--- src/rtl/cell_free_list_pkg.sv ---
// Shared definitions for the packet-buffer cell allocator.
package cell_free_list_pkg;

  localparam int CELL_ID_W        = 8;
  localparam int FL_NUM_CELLS_DEF = 2 ** CELL_ID_W;

  typedef logic [CELL_ID_W-1:0] cell_id_t;

  typedef enum logic {
    FL_INIT,
    FL_RUN
  } fl_state_t;

endpackage

--- src/rtl/fl_ram.sv ---
// Simple dual-port synchronous RAM: one write port, one registered read port.
// Kept as its own module so it can be replaced by a foundry macro.
module fl_ram #(
  parameter int DEPTH = 8,
  parameter int WIDTH = 3,
  parameter int AW    = 3
) (
  input  logic             clk,
  input  logic             we,
  input  logic [AW-1:0]    waddr,
  input  logic [WIDTH-1:0] wdata,
  input  logic             re,
  input  logic [AW-1:0]    raddr,
  output logic [WIDTH-1:0] rdata
);

  logic [WIDTH-1:0] mem [DEPTH];

  // Write and registered read; a same-address read returns the old contents.
  always_ff @(posedge clk) begin
    if (we) mem[waddr] <= wdata;
    if (re) rdata <= mem[raddr];
  end

endmodule

--- src/rtl/cell_free_list.sv ---
// Cell free-list allocator: a circular FIFO of free cell IDs, filled with
// every ID after reset, then serving one allocation and one free per cycle.
module cell_free_list
  import cell_free_list_pkg::*;
#(
  parameter int ID_W       = CELL_ID_W,
  parameter int NUM_CELLS  = 2 ** ID_W,
  parameter int LOW_WM_DEF = NUM_CELLS / 16
) (
  input  logic            clk,
  input  logic            rst_n,
  input  logic            alloc_req,
  output logic [ID_W-1:0] alloc_id,
  output logic            alloc_valid,
  output logic            alloc_empty,
  input  logic            free_req,
  input  logic [ID_W-1:0] free_id,
  input  logic [ID_W:0]   low_wm,
  output logic [ID_W:0]   free_cnt,
  output logic            low_wm_hit,
  output logic            init_done,
  output logic            err_overflow,
  output logic            err_underflow
);

  localparam logic [ID_W-1:0] LAST_IDX = ID_W'(NUM_CELLS - 1);
  localparam logic [ID_W:0]   FULL_CNT = (ID_W + 1)'(NUM_CELLS);

  fl_state_t       state, state_nxt;
  logic [ID_W-1:0] init_cnt, rd_ptr, wr_ptr;
  logic [ID_W:0]   cnt_nxt, lwm_q;
  logic            alloc_ok, free_ok;
  logic            ram_we;
  logic [ID_W-1:0] ram_waddr, ram_wdata, ram_rdata;

  function automatic logic [ID_W-1:0] ptr_inc(input logic [ID_W-1:0] p);
    return (p == LAST_IDX) ? '0 : p + ID_W'(1);
  endfunction

  // Decide what is accepted this cycle and what the RAM write port does.
  always_comb begin
    alloc_ok  = 1'b0;
    free_ok   = 1'b0;
    state_nxt = state;
    cnt_nxt   = free_cnt;
    ram_we    = 1'b0;
    ram_waddr = wr_ptr;
    ram_wdata = free_id;
    if (state == FL_INIT) begin
      ram_we    = 1'b1;
      ram_waddr = init_cnt;
      ram_wdata = init_cnt;
      cnt_nxt   = free_cnt + (ID_W + 1)'(1);
      if (init_cnt == LAST_IDX) state_nxt = FL_RUN;
    end else begin
      alloc_ok = alloc_req && (free_cnt != '0);
      // A full list still takes a free when an alloc vacates a slot.
      free_ok  = free_req && ((free_cnt != FULL_CNT) || alloc_ok);
      ram_we   = free_ok;
      if (free_ok && !alloc_ok)      cnt_nxt = free_cnt + (ID_W + 1)'(1);
      else if (alloc_ok && !free_ok) cnt_nxt = free_cnt - (ID_W + 1)'(1);
    end
  end

  // FSM, pointers, occupancy and registered status outputs.
  always_ff @(posedge clk or negedge rst_n) begin
    if (!rst_n) begin
      state         <= FL_INIT;
      init_cnt      <= '0;
      rd_ptr        <= '0;
      wr_ptr        <= '0;
      free_cnt      <= '0;
      lwm_q         <= (ID_W + 1)'(LOW_WM_DEF);
      alloc_valid   <= 1'b0;
      alloc_empty   <= 1'b1;
      low_wm_hit    <= 1'b0;
      init_done     <= 1'b0;
      err_overflow  <= 1'b0;
      err_underflow <= 1'b0;
    end else begin
      state         <= state_nxt;
      free_cnt      <= cnt_nxt;
      lwm_q         <= low_wm;
      alloc_valid   <= alloc_ok;
      err_underflow <= alloc_req && alloc_empty;
      init_done     <= (state == FL_RUN);
      alloc_empty   <= (state_nxt == FL_INIT) || (cnt_nxt == '0);
      low_wm_hit    <= (state == FL_RUN) && (cnt_nxt < lwm_q);
      if (state == FL_INIT) begin
        init_cnt <= ptr_inc(init_cnt);
        wr_ptr   <= ptr_inc(init_cnt);
      end else begin
        if (alloc_ok) rd_ptr <= ptr_inc(rd_ptr);
        if (free_ok)  wr_ptr <= ptr_inc(wr_ptr);
        if (free_req && !free_ok) err_overflow <= 1'b1;
      end
    end
  end

  fl_ram #(
    .DEPTH (NUM_CELLS),
    .WIDTH (ID_W),
    .AW    (ID_W)
  ) u_ram (
    .clk   (clk),
    .we    (ram_we),
    .waddr (ram_waddr),
    .wdata (ram_wdata),
    .re    (alloc_ok),
    .raddr (rd_ptr),
    .rdata (ram_rdata)
  );

  // The RAM read register has no reset, so the ID is zeroed when not valid.
  assign alloc_id = ram_rdata & {ID_W{alloc_valid}};

endmodule

--- config.mk ---
export PLATFORM = sky130hd
export DESIGN_NAME = cell_free_list
export DESIGN_NICKNAME = d
export VERILOG_FILES = /design/src/rtl/cell_free_list_pkg.sv /design/src/rtl/fl_ram.sv /design/src/rtl/cell_free_list.sv
export SDC_FILE = /design/constraint.sdc
export NUM_CORES = 2
export LEC_CHECK = 0
export ABC_CLOCK_PERIOD_IN_PS = 6310
export CORE_MARGIN = 3
export CORE_UTILIZATION = 46
export DETAILED_ROUTE_END_ITERATION = 7
export SKIP_LAST_GASP = 1
export SLEW_MARGIN = 20
export SYNTH_ARGS = -nofsm -noshare
export SYNTH_HDL_FRONTEND = slang
export SYNTH_SLANG_ARGS = --single-unit
--- constraint.sdc ---
create_clock -name clk -period 6.31 [get_ports clk]
set_input_delay 0.9465 -clock clk [delete_from_list [all_inputs] [get_ports clk]]
set_output_delay 0.9465 -clock clk [all_outputs]
set_load 0.05 [all_outputs]
==> results.cfg <==
[status]
status = finished clean

[clocking]
cts-root-buf = clkbuf_16
cts_resized = 0
clockBufferDepth = 3
cts_setup_buffers = 0
cts_sinks = 2105
numCtsBuffers = 209
cts_max_level = 4
cts_tree = built
clkLatencyLatePin_ps = 850
clk_pin_slew_ps = 60
hold_buffers = 0

[sta]
rsz0062_at_grt = no
tightest_slew_ps = 1154
tns_ps = 0
hold-worst-slack_ps = 254.1
finalSetupViolations = 0
timing.fmax_mhz = 223.9
slew_viol_final = 0
fin_skew_ps = 25.08
period_share = 0.7079
finalHoldViolations = 0
period_needed_ps = 4467
relSlewSlack = 0.2278

[detailed_routing]
drt-met1-wl_um = 91920
wl_met2_um = 105400
wl_per_cell_um = 33.52
via_count = 41880
antenna_left = 0
drt_wl_total_um = 223800
topRoutingLayerUsed = met5
met3WireLength_um = 19850
drc = 0
vias_per_cell = 6.272
drt_iter0_markers = 5739
drt_first_pass_iters = 6

[pwr]
ir_drop_uv = 304.7
power.total_mw = 27.21
p_leak_nw = 25.08
p_per_area_nw_per_um2 = 294.8

[global_routing]
grt_pass1_vias = 41760
gr-usage-all-layers = 0.2426
grt_remaining_overflow = 0
antenna_found_initial = 8
grt_max_degree = 165
grt_pass1_wl_um = 317400

[cells_and_area]
layout_commonest_cell = edfxtp_1
nets = 4194
fillers = 13830
instances_no_fill = 6676
final_cell_area_um2 = 92310
most-common-layout-cells = edfxtp_1 (2056), mux4_2 (480), nor2_1 (313)
drive_above_1_share = 0.2193
syn_to_final_growth_pct = 12.32

[logic_synthesis]
synth_largest_area_cell = edfxtp_1
yosys_warnings = 0
synth-seq-cells = 2105
synth_edf_count = 2056
ys_top_cells_by_area = edfxtp_1 (75%), mux4_2 (13%), mux2i_1 (1.7%), nor2_1 (1.5%), dfrtp_1 (1.4%)
synthArstFlopShare = 0.02328
synth-main-ff-cell = edfxtp_1
syn_area_per_cell_um2 = 20.40
synth_cell_type_count = 66
ys_seq_area_frac = 0.7662
synth_cells = 4028
synth_top_area_share = 0.7513
syn_area_um2 = 82180
synth_fp_nets = 4062

[floorplanning]
die_h_um = 428.7
die-width_um = 428.7
io_pins = 44
die-area_um2 = 183800
rows = 154
start_util = 0.4646
coreArea_um2 = 176900

[critical_path]
worstPathMaxFanout = 28
worstSetupPathType = register to register
worstSetupEndpointType = register
required_ps = 6860
ff2ff_setup_slack_ps = 1840
arrival_ps = 5020
crit_path_start_kind = register

[flow_run]
max_cap_violations = 0

[placed_design]
routabilityCongestion = 0.8547
place_area_um2 = 85710
hpwlAfterDp_um = 134600
dp.cells = 6289
portBuffers = 43

[hold_path]
worstHoldPathType = input port to asynchronous set/reset pin
area by class of cell:
type | count | area (um2) | share of cell area
antenna | 5 | 12.51 | 0.0001355
clock buffer | 247 | 5394 | 0.05844
clock inverter | 135 | 1175 | 0.01273
inverter | 21 | 83.83 | 0.0009082
multi-input combinational | 1661 | 18260 | 0.1978
sequential | 2105 | 62990 | 0.6824
tap | 2340 | 2928 | 0.03172
timing repair buffer | 162 | 1469 | 0.01591
cell families (layout without fill, tap and decap cells):
family | Yosys count | after routing | share of synthesized area
AO/OA/AOI/OAI | 388 | 388 | 0.03336
XOR/XNOR | 24 | 24 | 0.002558
adder cells (fa/ha/maj) | 13 | 13 | 0.001979
buffers and inverters | 262 | 565 | 0.01363
flip-flops | 2105 | 2105 | 0.7662
multiplexers | 638 | 638 | 0.1510
other | 0 | 5 | 0
AND/OR/NAND/NOR | 598 | 598 | 0.03126
path summary, 6_finish.rpt:
check                                               from                       end  cells past startpoint
worst max-delay path               rd_ptr[0]$_DFFE_PN0P_  u_ram.rdata[3]$_DFFE_PP_                      7
worst max register to register     rd_ptr[0]$_DFFE_PN0P_  u_ram.rdata[3]$_DFFE_PP_                      7
max in group asynchronous                          rst_n     rd_ptr[2]$_DFFE_PN0P_                      2
worst min register to register  err_overflow$_DFFE_PN0P_  err_overflow$_DFFE_PN0P_                      1
min in group clk                err_overflow$_DFFE_PN0P_  err_overflow$_DFFE_PN0P_                      1
worst min-delay path                               rst_n   init_cnt[6]$_DFFE_PN0N_                      2
sequential cells by signal, indices dropped and copies added (netlist names):
signal / count
alloc_empty: 1
alloc_valid: 1
err_overflow: 1
err_underflow: 1
free_cnt: 9
init_cnt: 8
init_done: 1
low_wm_hit: 1
lwm_q: 9
rd_ptr: 8
state: 1
u_ram.mem: 2048
u_ram.rdata: 8
wr_ptr: 8
cell usage after synthesis, types with 9 or more instances:
cell	number
edfxtp_1	2056
mux4_2	480
nor2_1	318
mux2i_1	143
nand2_1	143
clkbuf_1	121
buf_2	82
a22oi_1	78
a21oi_1	69
o21ai_0	54
dfrtp_1	47
buf_1	32
nand3_1	32
a221oi_1	27
o22ai_1	25
o221ai_1	20
inv_1	19
and2_1	16
nor3_1	16
xnor2_1	16
mux2_2	15
nor2b_1	15
a22o_1	14
a211oi_1	13
ha_1	13
o31ai_1	10
a311oi_1	9
a31oi_1	9
nand2b_1	9
through the flow:
step | worst slack (ps) | utilization
2_1_floorplan | 1059 | -
3_3_place_gp | 1242 | 0.4846
5_1_grt | 1695 | 0.5218
4_1_cts | 1743 | 0.5217
3_5_place_dp | 1324 | 0.4846
6_report | 1843 | 0.5218
power breakdown:
group | leakage (nW) | switching, mW | internal [mW]
sequential | 16.8 | 0.000749 | 15.1
clock | 3.22 | 5.28 | 6.80
combinational | 5.06 | 0.0179 | 0.0164
total | 25.1 | 5.30 | 21.9
worst max-delay path, stage by stage, from the launching register on:
cell	delay, ps
dfrtp_4	960
buf_4	480
buf_4	490
mux4_2	550
mux2i_1	460
o21ai_0	150
o41ai_1	830
o22ai_1	190
per-layer routing:
layer  GRT usage  vias to the layer above
met3     0.05141                      356
met5    0.003903                        -
li1            -                    16970
met4     0.07186                        8
met1      0.3518                    22370
met2      0.3735                     2172
(Power assumes the default switching activity.)
